===== config.mk =====
export PLATFORM = sky130hd
export DESIGN_NAME = imm_gen_pipe
export DESIGN_NICKNAME = d
export VERILOG_FILES = /design/src/rtl/imm_gen_pipe.sv
export SDC_FILE = /design/constraint.sdc
export NUM_CORES = 1
export LEC_CHECK = 0
export ABC_AREA = 1
export BUFFER_PORTS_ARGS = -buffer_cell sky130_fd_sc_hd__buf_2
export CAP_MARGIN = 20
export CORE_MARGIN = 4
export CORE_UTILIZATION = 54
export CTS_CLUSTER_DIAMETER = 80
export CTS_CLUSTER_SIZE = 25
export DETAILED_ROUTE_END_ITERATION = 8
export GPL_TIMING_DRIVEN = 0
export PLACE_DENSITY_LB_ADDON = 0.3
export SLEW_MARGIN = 20
export SYNTH_ARGS = -nofsm -noshare
export SYNTH_HDL_FRONTEND = slang
export SYNTH_SLANG_ARGS = --single-unit

===== constraint.sdc =====
create_clock -name clk -period 4.4 [get_ports clk]
set_input_delay 0.88 -clock clk [delete_from_list [all_inputs] [get_ports clk]]
set_output_delay 0.88 -clock clk [all_outputs]
set_load 0.005 [all_outputs]

===== src/rtl/imm_gen_pipe.sv =====
// Immediate generator with a DEPTH-entry result FIFO between fetch and decode.
// Optional compressed-instruction decode is enabled by defining IMMGEN_RVC_EN.
module imm_gen_pipe #(
    parameter int XLEN  = 32,
    parameter int DEPTH = 2
) (
    input  logic            clk,
    input  logic            rst_n,
    input  logic            flush,
    input  logic            in_valid,
    output logic            in_ready,
    input  logic [31:0]     in_ir,
    output logic            out_valid,
    input  logic            out_ready,
    output logic [XLEN-1:0] out_imm,
    output logic [2:0]      out_fmt,
    output logic [31:0]     out_ir
);

    localparam int PW = (DEPTH > 1) ? $clog2(DEPTH) : 1;
    localparam int CW = $clog2(DEPTH + 1);
    localparam logic [CW-1:0] FULL = CW'(DEPTH);
    localparam logic [PW-1:0] LAST = PW'(DEPTH - 1);

    localparam logic [2:0] FMT_R   = 3'd0;
    localparam logic [2:0] FMT_I   = 3'd1;
    localparam logic [2:0] FMT_S   = 3'd2;
    localparam logic [2:0] FMT_B   = 3'd3;
    localparam logic [2:0] FMT_U   = 3'd4;
    localparam logic [2:0] FMT_J   = 3'd5;
    localparam logic [2:0] FMT_ILL = 3'd7;

    logic [31:0]     dec_imm32;
    logic [2:0]      dec_fmt;
    logic [XLEN-1:0] dec_imm;

    always_comb begin
        dec_imm32 = '0;
        dec_fmt   = FMT_ILL;
        if (in_ir[1:0] == 2'b11) begin
            case (in_ir[6:0])
                7'b0010011, 7'b0000011, 7'b1100111: begin
                    dec_fmt   = FMT_I;
                    dec_imm32 = {{20{in_ir[31]}}, in_ir[31:20]};
                end
                7'b0100011: begin
                    dec_fmt   = FMT_S;
                    dec_imm32 = {{20{in_ir[31]}}, in_ir[31:25], in_ir[11:7]};
                end
                7'b1100011: begin
                    dec_fmt   = FMT_B;
                    dec_imm32 = {{19{in_ir[31]}}, in_ir[31], in_ir[7], in_ir[30:25],
                                 in_ir[11:8], 1'b0};
                end
                7'b0110111, 7'b0010111: begin
                    dec_fmt   = FMT_U;
                    dec_imm32 = {in_ir[31:12], 12'b0};
                end
                7'b1101111: begin
                    dec_fmt   = FMT_J;
                    dec_imm32 = {{11{in_ir[31]}}, in_ir[31], in_ir[19:12], in_ir[20],
                                 in_ir[30:21], 1'b0};
                end
                7'b0110011: dec_fmt = FMT_R;
                default:    dec_fmt = FMT_ILL;
            endcase
        end
`ifdef IMMGEN_RVC_EN
        else if (in_ir[1:0] == 2'b01) begin
            case (in_ir[15:13])
                3'b000, 3'b010: begin
                    dec_fmt   = FMT_I;
                    dec_imm32 = {{26{in_ir[12]}}, in_ir[12], in_ir[6:2]};
                end
                3'b101: begin
                    dec_fmt   = FMT_J;
                    dec_imm32 = {{20{in_ir[12]}}, in_ir[12], in_ir[8], in_ir[10:9], in_ir[6],
                                 in_ir[7], in_ir[2], in_ir[11], in_ir[5:3], 1'b0};
                end
                3'b110, 3'b111: begin
                    dec_fmt   = FMT_B;
                    dec_imm32 = {{23{in_ir[12]}}, in_ir[12], in_ir[6:5], in_ir[2],
                                 in_ir[11:10], in_ir[4:3], 1'b0};
                end
                default: dec_fmt = FMT_ILL;
            endcase
        end
`endif
    end

    // Bit 31 of the 32-bit immediate is the sign for every format, so widen from it.
    assign dec_imm = {{(XLEN - 31){dec_imm32[31]}}, dec_imm32[30:0]};

    logic [XLEN-1:0] mem_imm [DEPTH];
    logic [2:0]      mem_fmt [DEPTH];
    logic [31:0]     mem_ir  [DEPTH];
    logic [PW-1:0]   wr_ptr, rd_ptr;
    logic [CW-1:0]   count;
    logic            rdy_en;
    logic [XLEN-1:0] hold_imm;
    logic [2:0]      hold_fmt;
    logic [31:0]     hold_ir;
    logic            push, pop;

    // Handshake: a transfer happens on a rising edge where valid and ready are both 1;
    // in_ready depends only on registered state, never on out_ready.
    assign in_ready  = rdy_en && (count != FULL);
    assign out_valid = (count != '0);
    assign push      = in_valid && in_ready;
    assign pop       = out_valid && out_ready;

    always_ff @(posedge clk or negedge rst_n) begin
        if (!rst_n) begin
            for (int i = 0; i < DEPTH; i++) begin
                mem_imm[i] <= '0;
                mem_fmt[i] <= '0;
                mem_ir[i]  <= '0;
            end
            wr_ptr <= '0;
            rd_ptr <= '0;
            count  <= '0;
            rdy_en <= 1'b0;
        end else begin
            rdy_en <= 1'b1;
            if (flush) begin
                wr_ptr <= '0;
                rd_ptr <= '0;
                count  <= '0;
            end else begin
                if (push) begin
                    mem_imm[wr_ptr] <= dec_imm;
                    mem_fmt[wr_ptr] <= dec_fmt;
                    mem_ir[wr_ptr]  <= in_ir;
                    wr_ptr <= (wr_ptr == LAST) ? '0 : wr_ptr + PW'(1);
                end
                if (pop)
                    rd_ptr <= (rd_ptr == LAST) ? '0 : rd_ptr + PW'(1);
                case ({push, pop})
                    2'b10:   count <= count + CW'(1);
                    2'b01:   count <= count - CW'(1);
                    default: count <= count;
                endcase
            end
        end
    end

    // Shadow of the visible head so outputs keep their last value once the FIFO empties.
    always_ff @(posedge clk or negedge rst_n) begin
        if (!rst_n) begin
            hold_imm <= '0;
            hold_fmt <= '0;
            hold_ir  <= '0;
        end else if (out_valid) begin
            hold_imm <= mem_imm[rd_ptr];
            hold_fmt <= mem_fmt[rd_ptr];
            hold_ir  <= mem_ir[rd_ptr];
        end
    end

    assign out_imm = out_valid ? mem_imm[rd_ptr] : hold_imm;
    assign out_fmt = out_valid ? mem_fmt[rd_ptr] : hold_fmt;
    assign out_ir  = out_valid ? mem_ir[rd_ptr]  : hold_ir;

endmodule


; ---- Word-level counts from Yosys, hierarchy flattened
; Index checks and enable logic that the tools add are counted.
[word_totals]
regBits = 206
in_bits = 37
out_inout_bits = 69
word_cells = 78
[op_classes]
add_sub_neg = 4
magnitude_cmp = 3
n_eq_ne = 13
muxes = 31
bitwise = 3
n_reduce_logical = 11
[ops]
columns = operator, n
row1 = $mux W32, 10
row2 = $pmux W32 S5, 1
row3 = $bwmux W64, 2
row4 = $demux W32 S1, 1
row5 = $eq A7 B6 Y1 const B, 3
row6 = $eq A7 B7 Y1 const B, 3
row7 = $mux W3, 6
row8 = $pmux W3 S6, 1
row9 = $eq A7 B5 Y1 const B, 2
row10 = $eq A7 B2 Y1 const B, 1
row11 = $bwmux W6, 1
row12 = $mux W1, 6
row13 = $reduce_bool A2 Y1, 3
row14 = $eq A2 B2 Y1 const B, 2
row15 = $ge A2 B2 Y1 const B, 2
row16 = $logic_and A1 B1 Y1, 4
row17 = $not A1 Y2, 2
row18 = $pmux W2 S2, 1
row19 = $demux W3 S1, 1
row20 = $reduce_bool A3 Y1, 1
row21 = $reduce_or A3 Y1, 1
row22 = $add A1 B1 Y1 const B, 2
row23 = $add A2 B1 Y2 const B, 1
row24 = $eq A2 B1 Y1 const B, 1
row25 = 7 further kinds, 7

; ---- Depth between registers and ports, before layout
[logic_depth]
depth_word = 6
depth_mapped = 10
mapped_depth_nobuf = 9

; ---- Worst setup path before layout
; No wires, ideal clock.
[synth_timing]
path_type = register to output
from = register rd_ptr
to = output port out_ir[12]
t_arrival_ns = 1.396
required_ns = 3.520
slack_ns = 2.124
path_stages_with_launch = 7
n_path_buf = 3
path_cell_list = dfrtp_1 clkbuf_1 clkinv_1 clkbuf_1 clkbuf_1 nand2_1 a31oi_1
[synth_via]
elab_chain_len = 5
[synth_rtl]
columns = item, line_no
row1 = "start, declared", 97  ; logic [PW-1:0] wr_ptr, rd_ptr;
row2 = "start signal, assigned", 137  ; rd_ptr <= (rd_ptr == LAST) ? '0 : rd_ptr + PW'(1);
row3 = $not A1 Y2 (implied by the code), 162  ; assign out_ir = out_valid ? mem_ir[rd_ptr] : hold_ir;
row4 = $mux W32 (implied by the code) (3 in series), 162
row5 = $mux W32, n/a
row6 = "end, declared", 17  ; output logic [31:0] out_ir
; No other way between the ends. The select of a mux whose other input is x is not followed.

; ---- Final worst setup path
[layout_timing]
from = register rd_ptr
to = output port out_ir[20]
; Same word-level chain as after synthesis.

==> metrics.txt <==
Period minus WS final 3.62 ns; required time of the critical path 3.52 ns; Core Area 15900 um2; WP buf/inv 5; Max Clock Freq 0.276 GHz; Syn Std Cell Area about 8700 um2; share of layout cells above drive strength 1 0.126; TritonRoute pass-1 iters 5; Yosys reg bits 206; Ports 106; top routing layer in use met4; initial antenna violation count 2; Met3 Wirelength 1.53 mm; total CTS buffers 12; most frequent cells in the layout nand2_1, dfrtp_1, buf_2; Setup Fix Bufs, Post-CTS 0; CP cell instances clkbuf_1 -> clkinv_1 -> clkbuf_1 -> clkbuf_1 -> nand2_1 -> a31oi_1 -> buf_2; crit end category output pin; Leak slightly above 0.005 uW; met1 wire length approximately 10 mm; met2 wire len between 10 and 15 mm; VDD IR-drop max ~0.00036 V; Die Y 135 um; Fin. Hold Viols 0; kind of critical path flop to output pin; Clock transition at path regs about 0.1 ns; drt initial violations 748; placer congestion estimate 0.902; CP delay by family, top buffers and inverters; Slew Limit Fails 0; Post-Syn Area per Cell 8.30 um2; Worst Tran Pin Value 0.690 ns; Initial Utilization 0.549; post-synthesis sequential area ratio 0.591; status finished clean; dpl hpwl 16.8 mm; GR Overflow Total 0; DR vias 7493; first-pass GRT wire length ~38 mm; CP max stage delay 0.51 ns; Routed Antenna Nets 0; Crit path arrival time 2.74 ns; final hold slack roughly 0.29 ns; Synth warnings 0; Post-Layout Inst Area 9950 um2; Die ar. 18300 um2; CTS-repair resized insts 0; die width between 100 and 150 um; Layout Nets 1209; unique cell type count in the Yosys netlist 23; Sink Count 206; largest net degree at the start of global routing 102; H-tree lvl count 1; critical path fanouts, max 10; Total Power 5220 uW; switch share 0.324; fin crit share 0.823; most common cell after layout, fill and taps aside nand2_1; Slew headroom 0.540; DR WL/cell 17.0 um; endpoints failing setup 0; combinational share of power 0.275; Row Count 46; most frequent CP cell clkbuf_1; Syn Nets 1088; Worst Skew 0.0137 ns; P_int 3530 uW; # port buffers 105; Max stage delay cell, worst path clkbuf_1; Clock Tree Buf Depth 3; Pwr per Cell Area 525 nW/um2; Post-Place Cell Area 9590 um2; Layout Area Growth over Synthesis 14.1%; TritonCTS clock tree done; CTS root buffer clkbuf_16; Post-CTS Hold Fix Bufs 0; # Max-Cap Violations 0; clock latency on the worst-skew pair 0.47 ns; min-delay worst type input port to async pin; vias per cell 5.38; Sequential Power Share 0.496; # DRC 0; routed wire length ~24 mm; Clock power frac 0.228; Synth Instances 1051; vias in the first global route 7334; RSZ-0062 raised after global routing false; gr usage total 0.262; switching pwr 1690 uW; Startpoint Class flop
[through the flow]
stage | setup slack (ns) | std cells | setup TNS (ns) | utilization
after floorplan | 2.12 | 1051 | 0 | -
after global placement | -0.945 | 1372 | -190.77 | 0.599
after detailed placement | 1.32 | 1374 | 0 | 0.603
after CTS | 0.811 | 1391 | 0 | 0.626
after global routing | 0.670 | 1393 | 0 | 0.627
final | 0.780 | 1393 | 0 | 0.627
[cells in the mapped netlist (all sizes together)]
library cell	count	area, um2
clkbuf	43	161
buf	19	106
a31oi	67	419
o21ai	81	405
conb	1	3.75
nor2	77	292
nand3	40	200
inv	55	206
nor3	1	16.3
nand4	2	12.5
o21bai	1	7.51
clkinv	2	7.51
nand2	452	1700
and3	1	6.26
a21oi	3	26.3
dfrtp	206	5150
[worst paths after layout]
path	from	to	slack (ns)	depth (start not counted)
worst min register to register	mem_imm[0]	mem_imm[0]	0.49	2
worst max register to register	count[1]	hold_fmt[0]	2.16	6
min in group clk	mem_imm[0]	mem_imm[0]	0.49	2
worst min-delay path	rst_n	hold_ir[24]	0.29	1
worst max-delay path	rd_ptr	out_ir[20]	0.78	7
max in group asynchronous	rst_n	mem_imm[8]	2.99	3
[per-layer routing]
| metal | global-route usage | up-vias |
|---|---|---|
| li1 | - | 3567 |
| met1 | 0.375 | 3595 |
| met2 | 0.420 | 282 |
| met3 | 0.0317 | 49 |
| met4 | 0.0924 | 0 |
| met5 | 0 | - |
[power by group through the flow]
stage	registers (uW)	clock network, uW	logic, uW
floorplan	2570	0	798
global placement	2600	0	1400
detailed placement	2620	0	1440
CTS	2590	1200	1450
finish	2590	1190	1440
global route	2640	1270	1620
[cell families after synthesis]
logic type	synth area share
DFF	0.591
buffers and inverters	0.0552
and+or+nand+nor	0.255
AOI/OAI and AO/OA	0.0984
other	0.000430
[layout make-up]
class / count / area [um2]
inverter: 57 / 214
clock inverter: 2 / 20.0
antenna: 2 / 5.00
sequential: 206 / 5150
clock buffer: 15 / 343
fill: 1429 / 5930
timing repair buffer: 107 / 591
tap: 216 / 270
multi-input combinational: 726 / 3090
buffer: 62 / 268
[sequential cells by signal (all words and copies together) (netlist names)]
name      cells
mem_imm      64
mem_ir       64
hold_imm     32
hold_ir      32
mem_fmt       6
hold_fmt      3
count         2
rd_ptr        1
rdy_en        1
wr_ptr        1
Power figures use the tool's default switching activity.
